--- config.mk ---
export PLATFORM = sky130hd
export DESIGN_NAME = mmio_uart_responder_flat
export DESIGN_NICKNAME = d
export VERILOG_FILES = /design/src/rtl/mmio_uart_responder_if.sv /design/src/rtl/mmio_uart_responder.sv /design/src/flat_wrapper.sv
export SDC_FILE = /design/constraint.sdc
export NUM_CORES = 1
export LEC_CHECK = 0
export CORE_MARGIN = 1.5
export CORE_UTILIZATION = 40
export CTS_CLUSTER_SIZE = 10
export DETAILED_ROUTE_END_ITERATION = 10
export GPL_TIMING_DRIVEN = 0
export PLACE_DENSITY = 0.71
export SYNTH_ARGS = -nofsm -noshare
export SYNTH_HDL_FRONTEND = slang
export SYNTH_SLANG_ARGS = --single-unit
--- constraint.sdc ---
create_clock -name clk -period 2.6 [get_ports clk]
set_clock_uncertainty 0.1 [all_clocks]
set_input_delay 0.26 -clock clk [delete_from_list [all_inputs] [get_ports clk]]
set_output_delay 0.26 -clock clk [all_outputs]
set_load 0.02 [all_outputs]
--- src/rtl/mmio_uart_responder_if.sv ---
// CPU data-port and UART byte-stream signals seen by mmio_uart_responder.
// master = CPU/UART side, slave = responder.
`timescale 1ns/1ps
interface mmio_uart_responder_if;
  logic [31:0] mmio_addr;
  logic        mmio_re;
  logic        mmio_we;
  logic [31:0] mmio_wdata;
  logic [31:0] mmio_rdata;
  logic        inst_retire;
  logic [7:0]  rx_data;
  logic        rx_valid;
  logic        rx_ready;
  logic [7:0]  tx_data;
  logic        tx_valid;
  logic        tx_ready;

  // Streams: a byte moves on a rising clk edge where valid && ready are both high.
  modport master (
    output mmio_addr, mmio_re, mmio_we, mmio_wdata, inst_retire,
    output rx_data, rx_valid, tx_ready,
    input  mmio_rdata, rx_ready, tx_data, tx_valid
  );

  modport slave (
    input  mmio_addr, mmio_re, mmio_we, mmio_wdata, inst_retire,
    input  rx_data, rx_valid, tx_ready,
    output mmio_rdata, rx_ready, tx_data, tx_valid
  );
endinterface

--- src/rtl/mmio_uart_responder.sv ---
// MMIO responder for the 0x8000_0000 window: UART RX/TX FIFOs, status, perf counters.
// Define MMIO_COUNTERS_EN to build the cycle/instruction counters.
`timescale 1ns/1ps
module mmio_uart_responder #(
    parameter int RX_DEPTH = 8,
    parameter int TX_DEPTH = 8
) (
    input logic                   clk,
    input logic                   rst_n,
    mmio_uart_responder_if.slave  bus
);
    localparam int RXW = $clog2(RX_DEPTH);
    localparam int TXW = $clog2(TX_DEPTH);
    localparam logic [7:0] OFF_STATUS = 8'h00;
    localparam logic [7:0] OFF_RXDATA = 8'h04;
    localparam logic [7:0] OFF_TXDATA = 8'h08;
    localparam logic [7:0] OFF_CYCLE  = 8'h10;
    localparam logic [7:0] OFF_INSTR  = 8'h14;

    logic       sel, wr_en, rd_en;
    logic [7:0] off;

    // A simultaneous load and store is treated as a store only.
    assign sel   = (bus.mmio_addr[31:28] == 4'h8);
    assign off   = bus.mmio_addr[7:0];
    assign wr_en = sel & bus.mmio_we;
    assign rd_en = sel & bus.mmio_re & ~bus.mmio_we;

    logic [7:0]   rx_mem [RX_DEPTH];
    logic [RXW-1:0] rx_wptr, rx_rptr;
    logic [RXW:0] rx_count, rx_count_nxt;
    logic         rx_full, rx_empty, rx_ovf, rx_push, rx_pop;

    assign rx_push      = bus.rx_valid & ~rx_full;
    assign rx_pop       = rd_en & (off == OFF_RXDATA) & ~rx_empty;
    assign rx_count_nxt = rx_count + {{RXW{1'b0}}, rx_push} - {{RXW{1'b0}}, rx_pop};
    assign bus.rx_ready = ~rx_full;

    always_ff @(posedge clk or negedge rst_n) begin
        if (!rst_n) begin
            rx_wptr  <= '0;
            rx_rptr  <= '0;
            rx_count <= '0;
            rx_full  <= 1'b0;
            rx_empty <= 1'b1;
            rx_ovf   <= 1'b0;
        end else begin
            if (rx_push) rx_wptr <= rx_wptr + 1'b1;
            if (rx_pop)  rx_rptr <= rx_rptr + 1'b1;
            rx_count <= rx_count_nxt;
            rx_full  <= (rx_count_nxt == (RXW+1)'(RX_DEPTH));
            rx_empty <= (rx_count_nxt == '0);
            // A new overflow in the same cycle as a status read stays visible.
            if (bus.rx_valid && rx_full)                rx_ovf <= 1'b1;
            else if (rd_en && (off == OFF_STATUS))      rx_ovf <= 1'b0;
        end
    end

    always_ff @(posedge clk) begin
        if (rx_push) rx_mem[rx_wptr] <= bus.rx_data;
    end

    logic [7:0]   tx_mem [TX_DEPTH];
    logic [TXW-1:0] tx_wptr, tx_rptr;
    logic [TXW:0] tx_count, tx_count_nxt;
    logic         tx_full, tx_empty, tx_push, tx_pop;

    assign tx_push      = wr_en & (off == OFF_TXDATA) & ~tx_full;
    assign tx_pop       = ~tx_empty & bus.tx_ready;
    assign tx_count_nxt = tx_count + {{TXW{1'b0}}, tx_push} - {{TXW{1'b0}}, tx_pop};
    assign bus.tx_valid = ~tx_empty;
    assign bus.tx_data  = tx_empty ? 8'h00 : tx_mem[tx_rptr];

    always_ff @(posedge clk or negedge rst_n) begin
        if (!rst_n) begin
            tx_wptr  <= '0;
            tx_rptr  <= '0;
            tx_count <= '0;
            tx_full  <= 1'b0;
            tx_empty <= 1'b1;
        end else begin
            if (tx_push) tx_wptr <= tx_wptr + 1'b1;
            if (tx_pop)  tx_rptr <= tx_rptr + 1'b1;
            tx_count <= tx_count_nxt;
            tx_full  <= (tx_count_nxt == (TXW+1)'(TX_DEPTH));
            tx_empty <= (tx_count_nxt == '0);
        end
    end

    always_ff @(posedge clk) begin
        if (tx_push) tx_mem[tx_wptr] <= bus.mmio_wdata[7:0];
    end

    logic [31:0] cycle_rd, instr_rd;
`ifdef MMIO_COUNTERS_EN
    localparam logic [7:0] OFF_CLEAR = 8'h18;
    logic [31:0] cycle_cnt, instr_cnt;
    logic        cnt_clr;

    assign cnt_clr = wr_en & (off == OFF_CLEAR);

    always_ff @(posedge clk or negedge rst_n) begin
        if (!rst_n) begin
            cycle_cnt <= '0;
            instr_cnt <= '0;
        end else if (cnt_clr) begin
            cycle_cnt <= '0;
            instr_cnt <= '0;
        end else begin
            cycle_cnt <= cycle_cnt + 32'd1;
            instr_cnt <= instr_cnt + {31'd0, bus.inst_retire};
        end
    end

    assign cycle_rd = cycle_cnt;
    assign instr_rd = instr_cnt;
    logic unused_bits;
    assign unused_bits = ^{bus.mmio_addr[27:8], bus.mmio_wdata[31:8]};
`else
    assign cycle_rd = 32'd0;
    assign instr_rd = 32'd0;
    logic unused_bits;
    assign unused_bits = ^{bus.mmio_addr[27:8], bus.mmio_wdata[31:8], bus.inst_retire};
`endif

    logic [31:0] rd_val, rdata_q;

    always_comb begin
        rd_val = 32'd0;
        case (off)
            OFF_STATUS: rd_val = {29'd0, rx_ovf, ~rx_empty, ~tx_full};
            OFF_RXDATA: rd_val = rx_empty ? 32'd0 : {24'd0, rx_mem[rx_rptr]};
            OFF_CYCLE:  rd_val = cycle_rd;
            OFF_INSTR:  rd_val = instr_rd;
            default:    rd_val = 32'd0;
        endcase
    end

    always_ff @(posedge clk or negedge rst_n) begin
        if (!rst_n)     rdata_q <= 32'd0;
        else if (rd_en) rdata_q <= rd_val;
    end

    assign bus.mmio_rdata = rdata_q;
endmodule

--- src/flat_wrapper.sv ---
// flat-port wrapper written by rule: the top's interface ports become plain ports
module mmio_uart_responder_flat 
#(
    parameter int RX_DEPTH = 8,
    parameter int TX_DEPTH = 8
)
  (clk, rst_n, bus_mmio_addr, bus_mmio_re, bus_mmio_we, bus_mmio_wdata, bus_inst_retire, bus_rx_data, bus_rx_valid, bus_tx_ready, bus_mmio_rdata, bus_rx_ready, bus_tx_data, bus_tx_valid);
  mmio_uart_responder_if bus_i ();
  input logic clk;
  input logic rst_n;
  input wire logic [$bits(bus_i.mmio_addr)-1:0] bus_mmio_addr;
  input wire logic [$bits(bus_i.mmio_re)-1:0] bus_mmio_re;
  input wire logic [$bits(bus_i.mmio_we)-1:0] bus_mmio_we;
  input wire logic [$bits(bus_i.mmio_wdata)-1:0] bus_mmio_wdata;
  input wire logic [$bits(bus_i.inst_retire)-1:0] bus_inst_retire;
  input wire logic [$bits(bus_i.rx_data)-1:0] bus_rx_data;
  input wire logic [$bits(bus_i.rx_valid)-1:0] bus_rx_valid;
  input wire logic [$bits(bus_i.tx_ready)-1:0] bus_tx_ready;
  output wire logic [$bits(bus_i.mmio_rdata)-1:0] bus_mmio_rdata;
  output wire logic [$bits(bus_i.rx_ready)-1:0] bus_rx_ready;
  output wire logic [$bits(bus_i.tx_data)-1:0] bus_tx_data;
  output wire logic [$bits(bus_i.tx_valid)-1:0] bus_tx_valid;
  assign bus_i.mmio_addr = bus_mmio_addr;
  assign bus_i.mmio_re = bus_mmio_re;
  assign bus_i.mmio_we = bus_mmio_we;
  assign bus_i.mmio_wdata = bus_mmio_wdata;
  assign bus_i.inst_retire = bus_inst_retire;
  assign bus_i.rx_data = bus_rx_data;
  assign bus_i.rx_valid = bus_rx_valid;
  assign bus_i.tx_ready = bus_tx_ready;
  assign bus_mmio_rdata = bus_i.mmio_rdata;
  assign bus_rx_ready = bus_i.rx_ready;
  assign bus_tx_data = bus_i.tx_data;
  assign bus_tx_valid = bus_i.tx_valid;
  mmio_uart_responder #(.RX_DEPTH(RX_DEPTH), .TX_DEPTH(TX_DEPTH)) u_core (.clk(clk), .rst_n(rst_n), .bus(bus_i));
endmodule
Word-level counts from Yosys, hierarchy flattened. Memories as Yosys holds them, arrays and structs flattened. Cells that the tools add are included. W data, S select, Z words.

Add/sub/neg operators: 8. Equality and inequality tests: 5. Mux-type cells: 9. Bitwise gates (word level): 14. Reduce and logical (&&, ||, !) cells: 6.

Operator list (count): $pmux W32 S2 (1); $mux W8 (2); $add A3 B1 Y3 const B (4); $eq A4 B4 Y1 const B (3); $and A1 B1 Y1 (9); $add A4 B1 Y4 (2); $eq A8 B3 Y1 const B (1); $eq A8 B4 Y1 const B (1); $logic_not A4 Y1 (2); $logic_not A8 Y1 (1); $sub A4 B1 Y4 (2); $mux W1 (6); $not A1 Y1 (5); $logic_and A1 B1 Y1 (2); $reduce_bool A2 Y1 (1).

Flip-flop bits (word level): 57. RAM bits: 128. Input bits: 79. Memories kept: 2.

Memory list: u_core.rx_mem (words 8, bits a word 8, read ports 1, clocked after Yosys merged registers in 0, wr ports 1, line mmio_uart_responder.sv:29) `logic [7:0] rx_mem [RX_DEPTH];`; u_core.tx_mem (words 8, bits a word 8, read ports 1, clocked after Yosys merged registers in 0, wr ports 1, line mmio_uart_responder.sv:63) `logic [7:0] tx_mem [TX_DEPTH];`.

Logic depth before layout (Yosys ltp).
Depth after elaboration: 7. Depth in mapped cells: 11. Gate-level depth less buffers: 11.

Worst setup path before layout. OpenSTA, ideal clock, no wires.

Path kind: input to register. Start point: input bus_mmio_addr[1]. End point: register u_core.rx_full. Data arrival time: 2799 ps. Data required time: 2427 ps. Path slack: -372 ps. Cell stages on the path: 11. Path buffers: 0. Cells stage by stage: or4_4 -> nor4_4 -> and3_2 -> ha_1 -> inv_1 -> ha_1 -> inv_1 -> fa_1 -> inv_1 -> or3_1 -> nor2b_1.

Longest elaborated chain between the ends: 5.

Ends and longest elaborated chain: start: declaration (line flat_wrapper.sv:11) `input wire logic [$bits(bus_i.mmio_addr)-1:0] bus_mmio_addr;`; $eq A8 B3 Y1 (line mmio_uart_responder.sv:35) `assign rx_pop = rd_en & (off == OFF_RXDATA) & ~rx_empty;`; $and A1 B1 Y1 (2 in a row) (line mmio_uart_responder.sv:35); named net u_core.rx_pop (line mmio_uart_responder.sv:32) `logic rx_full, rx_empty, rx_ovf, rx_push, rx_pop;`; $sub A4 B1 Y4 (line mmio_uart_responder.sv:36) `assign rx_count_nxt = rx_count + {{RXW{1'b0}}, rx_push} - {{RXW{1'b0}}, rx_pop};`; named net u_core.rx_count_nxt[1] (line mmio_uart_responder.sv:31) `logic [RXW:0] rx_count, rx_count_nxt;`; $eq A4 B4 Y1 (line mmio_uart_responder.sv:51) `rx_full <= (rx_count_nxt == (RXW+1)'(RX_DEPTH));`; end signal: assignment (line mmio_uart_responder.sv:51); end: declaration (line mmio_uart_responder.sv:32).

The timed path passes the listed nets, and every way through them passes these cells. A chain may end at the register's enable or synchronous reset.

Worst setup path in the final report.
Start point: register u_core.rx_empty. End point: register u_core.rx_full.

Longest elaborated chain between the ends: 4.

Ends and longest elaborated chain: start: declaration (line mmio_uart_responder.sv:32); start signal: assignment (line mmio_uart_responder.sv:52) `rx_empty <= (rx_count_nxt == '0);`; $not A1 Y1 (line mmio_uart_responder.sv:35); $and A1 B1 Y1 (line mmio_uart_responder.sv:35); named net u_core.rx_pop (line mmio_uart_responder.sv:32); $sub A4 B1 Y4 (line mmio_uart_responder.sv:36); named net u_core.rx_count_nxt[1] (line mmio_uart_responder.sv:31); $eq A4 B4 Y1 (line mmio_uart_responder.sv:51).

The timed path passes the listed nets, and every way through them passes these cells.

==> flow_metrics.env <==
export IMPL_core_area_um2=16470
export IMPL_async_flop_share_pct=20.50
export IMPL_slew_viol_final=0
export IMPL_period_needed_ps=2641
export IMPL_critPathCaptureType="flop"
export IMPL_fin_util_pct=51.24
export IMPL_ys_ff_latch=161
export IMPL_cp_slowest_cell="dfstp_2"
export IMPL_max_stage_delay_ps=520
export IMPL_die_h_um=132.3
export IMPL_dp_cells=674
export IMPL_cap_viol_max_count=0
export IMPL_crit_top_cell="inv_2"
export IMPL_seqPwrFrac_pct=40.9
export IMPL_hold_viol=0
export IMPL_hold_class="primary input to flop"
export IMPL_yosysMostFrequentCell="edfxtp_1"
export IMPL_critPathMaxFanout=3
export IMPL_synth_top_area_share_pct=57.50
export IMPL_p_sw_share_pct=27.50
export IMPL_num_rows=47
export IMPL_tightest_slew_ps=961.0
export IMPL_synthesis_area_um2=6685
export IMPL_final_antenna_net_count=0
export IMPL_grt_pass1_vias=3635
export IMPL_drc=0
export IMPL_grt_usage_pct=15.38
export IMPL_fin_ws_ps=-40.95
export IMPL_rr_startpoint="u_core.rx_empty"
export IMPL_hpwl_um=8575
export IMPL_drive_gt1_share_pct=28.92
export IMPL_synthToLayoutAreaGrowth_pct=26.20
export IMPL_h_tree_depth=4
export IMPL_finalWirelength_um=12560
export IMPL_setup_worst_path_class="flop to flop"
export IMPL_nets=578
export IMPL_synth_edf_count=128
export IMPL_dr_pass1_iters=7
export IMPL_ios=121
export IMPL_cellLeakagePower_nw=3.079
export IMPL_cts_made_buffers=17
export IMPL_yosys_warnings=0
export IMPL_status="finished with violations"
export IMPL_rsz0062_at_grt="yes"
export IMPL_root_buffer="clkbuf_16"
export IMPL_avgSynthCellArea_um2=17.73
export IMPL_critPathRequiredTime_ps=2850
export IMPL_grt_pass1_wl_um=19890
export IMPL_synthFlopType="edfxtp_1"
export IMPL_fmax_ghz=0.3787
export IMPL_seq_area_frac_synth_pct=69.89
export IMPL_synth_largest_area_cell="edfxtp_1"
export IMPL_die_area_um2=17500
export IMPL_gp_congestion=0.7324
export IMPL_dpl_worst_slack_ps=-1045
export IMPL_grt_ovfl_total=0
export IMPL_netlist_instances=377
export IMPL_cts_clk_slew_worst_paths_ps=60
export IMPL_fin_crit_sh_pct=101.6
export IMPL_fin_cells=718
export IMPL_cp_startpoint="u_core.rx_empty"
export IMPL_vias=3460
export IMPL_start_kind="flop"
export IMPL_io_buffers=51
export IMPL_ir_drop_mv=0.5615
export IMPL_cts_sinks=161
export IMPL_synth_cells_most_frequent="edfxtp_1 (128), mux4_2 (32), dfrtp_1 (31)"
export IMPL_drt_iter0_markers=206
export IMPL_final_cell_area_um2=8437
export IMPL_yosys_top_cells_area="edfxtp_1 (57%), dfrtp_1 (12%), mux4_2 (11%)"
export IMPL_ys_types=40
export IMPL_grt_start_max_net_pins=34
export IMPL_antenna_found_initial=0
export IMPL_maxSlewHeadroom_pct=35.70
export IMPL_viasPerCell=4.819
export IMPL_cts_buffer_depth=2
export IMPL_place_area_um2=7615
export IMPL_min_from="bus_mmio_addr[4]"
export IMPL_cell_internal_pwr_mw=5.724
export IMPL_finalSetupViolCount=2
export IMPL_insertedDiodeCount=0
export IMPL_start_util_pct=40.60
export IMPL_cts_tree="built"
export IMPL_p_switching_mw=2.171
export IMPL_whs_ps=314.4
export IMPL_arrival_ps=2890
export IMPL_clkPwrFrac_pct=33.4
export IMPL_path_cells="and2b_2, and3_4, ha_4, inv_2, ha_4, inv_2, fa_1, inv_2, or3_4, nor2b_2"
export IMPL_die_w_um=132.3
export IMPL_violations="negative setup slack"
export IMPL_comb_power_share_pct=25.6
export IMPL_powerDensity_nw_per_um2=935.8
export IMPL_clkLatencyLatePin_ps=420
export IMPL_wl_per_cell_um=17.49
-- final cells by class --
class / count / area (µm²)
repair buffers: 68 / 641.9
multi-input cells: 185 / 1893
inverters: 17 / 63.81
clock buffers: 17 / 425.4
flip-flops and latches: 161 / 4673
clock inverters: 15 / 206.4
fillers: 1336 / 8029
plain buffers: 35 / 257.7
well taps: 220 / 275.3
-- path summary, 6_finish.rpt --
check	depth (start not counted)	slack, ps	end
setup / recovery	10	-40	u_core.rx_full
max in group asynchronous	2	1530	u_core.tx_rptr[1]
hold reg to reg	2	380	u_core.bus.mmio_rdata[3]
setup reg to reg	10	-40	u_core.rx_full
min in group asynchronous	2	350	u_core.tx_count[1]
hold / removal	6	310	u_core.tx_wptr[2]
-- flip-flops by register name (all words and copies together), names as in the netlist --
| register | flops |
|---|---|
| u_core.bus.mmio_rdata | 8 |
| u_core.tx_wptr | 3 |
| u_core.rx_mem | 64 |
| u_core.rx_wptr | 3 |
| u_core.tx_count | 4 |
| u_core.tx_rptr | 3 |
| u_core.rx_empty | 1 |
| u_core.tx_mem | 64 |
| u_core.rx_rptr | 3 |
| u_core.rx_count | 4 |
| u_core.tx_full | 1 |
| u_core.rx_full | 1 |
| u_core.tx_empty | 1 |
| u_core.rx_ovf | 1 |
-- power groups by stage --
stage               logic (mW)  clock network [mW]  registers [mW]
finish                    2.02                2.64            3.23
global route              2.22                2.79            3.26
CTS                       1.96                2.68            3.23
detailed placement        1.86                   0            3.25
global placement          1.79                   0            3.24
floorplan                 1.29                   0            3.22
-- stage by stage --
step	setup TNS [ps]	power, mW
2_1_floorplan	-683.3	4.512
3_3_place_gp	-64020	5.023
3_5_place_dp	-53020	5.116
4_1_cts	-280.8	7.872
5_1_grt	-130.9	8.267
6_report	-68.02	7.895
-- cell families (layout without fill, tap and decap cells) --
family	Yosys count	after routing	share of synthesized area (%)
AO/OA/AOI/OAI	16	16	1.497
XOR/XNOR	14	14	1.834
adder cells (fa/ha/maj)	14	14	2.845
buffers and inverters	54	152	4.529
flip-flops	161	161	69.89
multiplexers	52	52	13.91
other	1	24	0.05609
AND/OR/NAND/NOR	65	65	5.447
-- per-layer routing --
layer | track usage, % | share of wire [%] | wire, µm | up-vias
li1 | - | - | - | 1606
met1 | 17.94 | 40 | 5026 | 1763
met2 | 27.81 | 55 | 6900 | 80
met3 | 4.344 | 4.0 | 500 | 11
met4 | 4.212 | 1.0 | 127 | 0
met5 | 0 | 0 | 0 | -
-- layout by cell type, fill, tap and decap left out, drive strengths merged, types with 2 or more instances in the layout --
cell           synthesis  final
edfxtp               128    128
buf                   30     51
clkdlybuf4s50          0     34
mux4                  32     32
dfrtp                 31     31
conb                   1     24
inv                   17     22
nor2                  21     21
clkbuf                 7     21
mux2i                 16     16
ha                    12     12
xnor2                 11     11
nand2                 11     11
dlygate4sd2            0      9
o21ai                  8      8
nor3                   8      8
nand2b                 6      6
bufinv                 0      4
nor2b                  4      4
mux2                   4      4
xor2                   3      3
nand4                  3      3
a32oi                  3      3
clkinvlp               0      3
clkdlybuf4s15          0      3
clkinv                 0      3
nand3                  2      2
a21o                   2      2
a21oi                  2      2
fa                     2      2
dfstp                  2      2
and3                   2      2
nor4                   2      2
or3                    2      2
-- worst max-delay path: cells and delay by family, from the launching register on --
kind                       cells  cell delay [ps]
DFF                            1              520
adders and majority gates      3              830
buffers and inverters          3              150
and+or+nand+nor                4              950
-- what timing repair did --
action / in CTS / in global routing
gates resized for setup: 46 / 7
endpoints found under the hold margin: 31 / 0
buffers inserted: 11 / 4
pin swaps: 10 / 7
hold buffers: 1 / 0
endpoints found under the setup margin: 71 / 13
(Power assumes the default switching activity.)
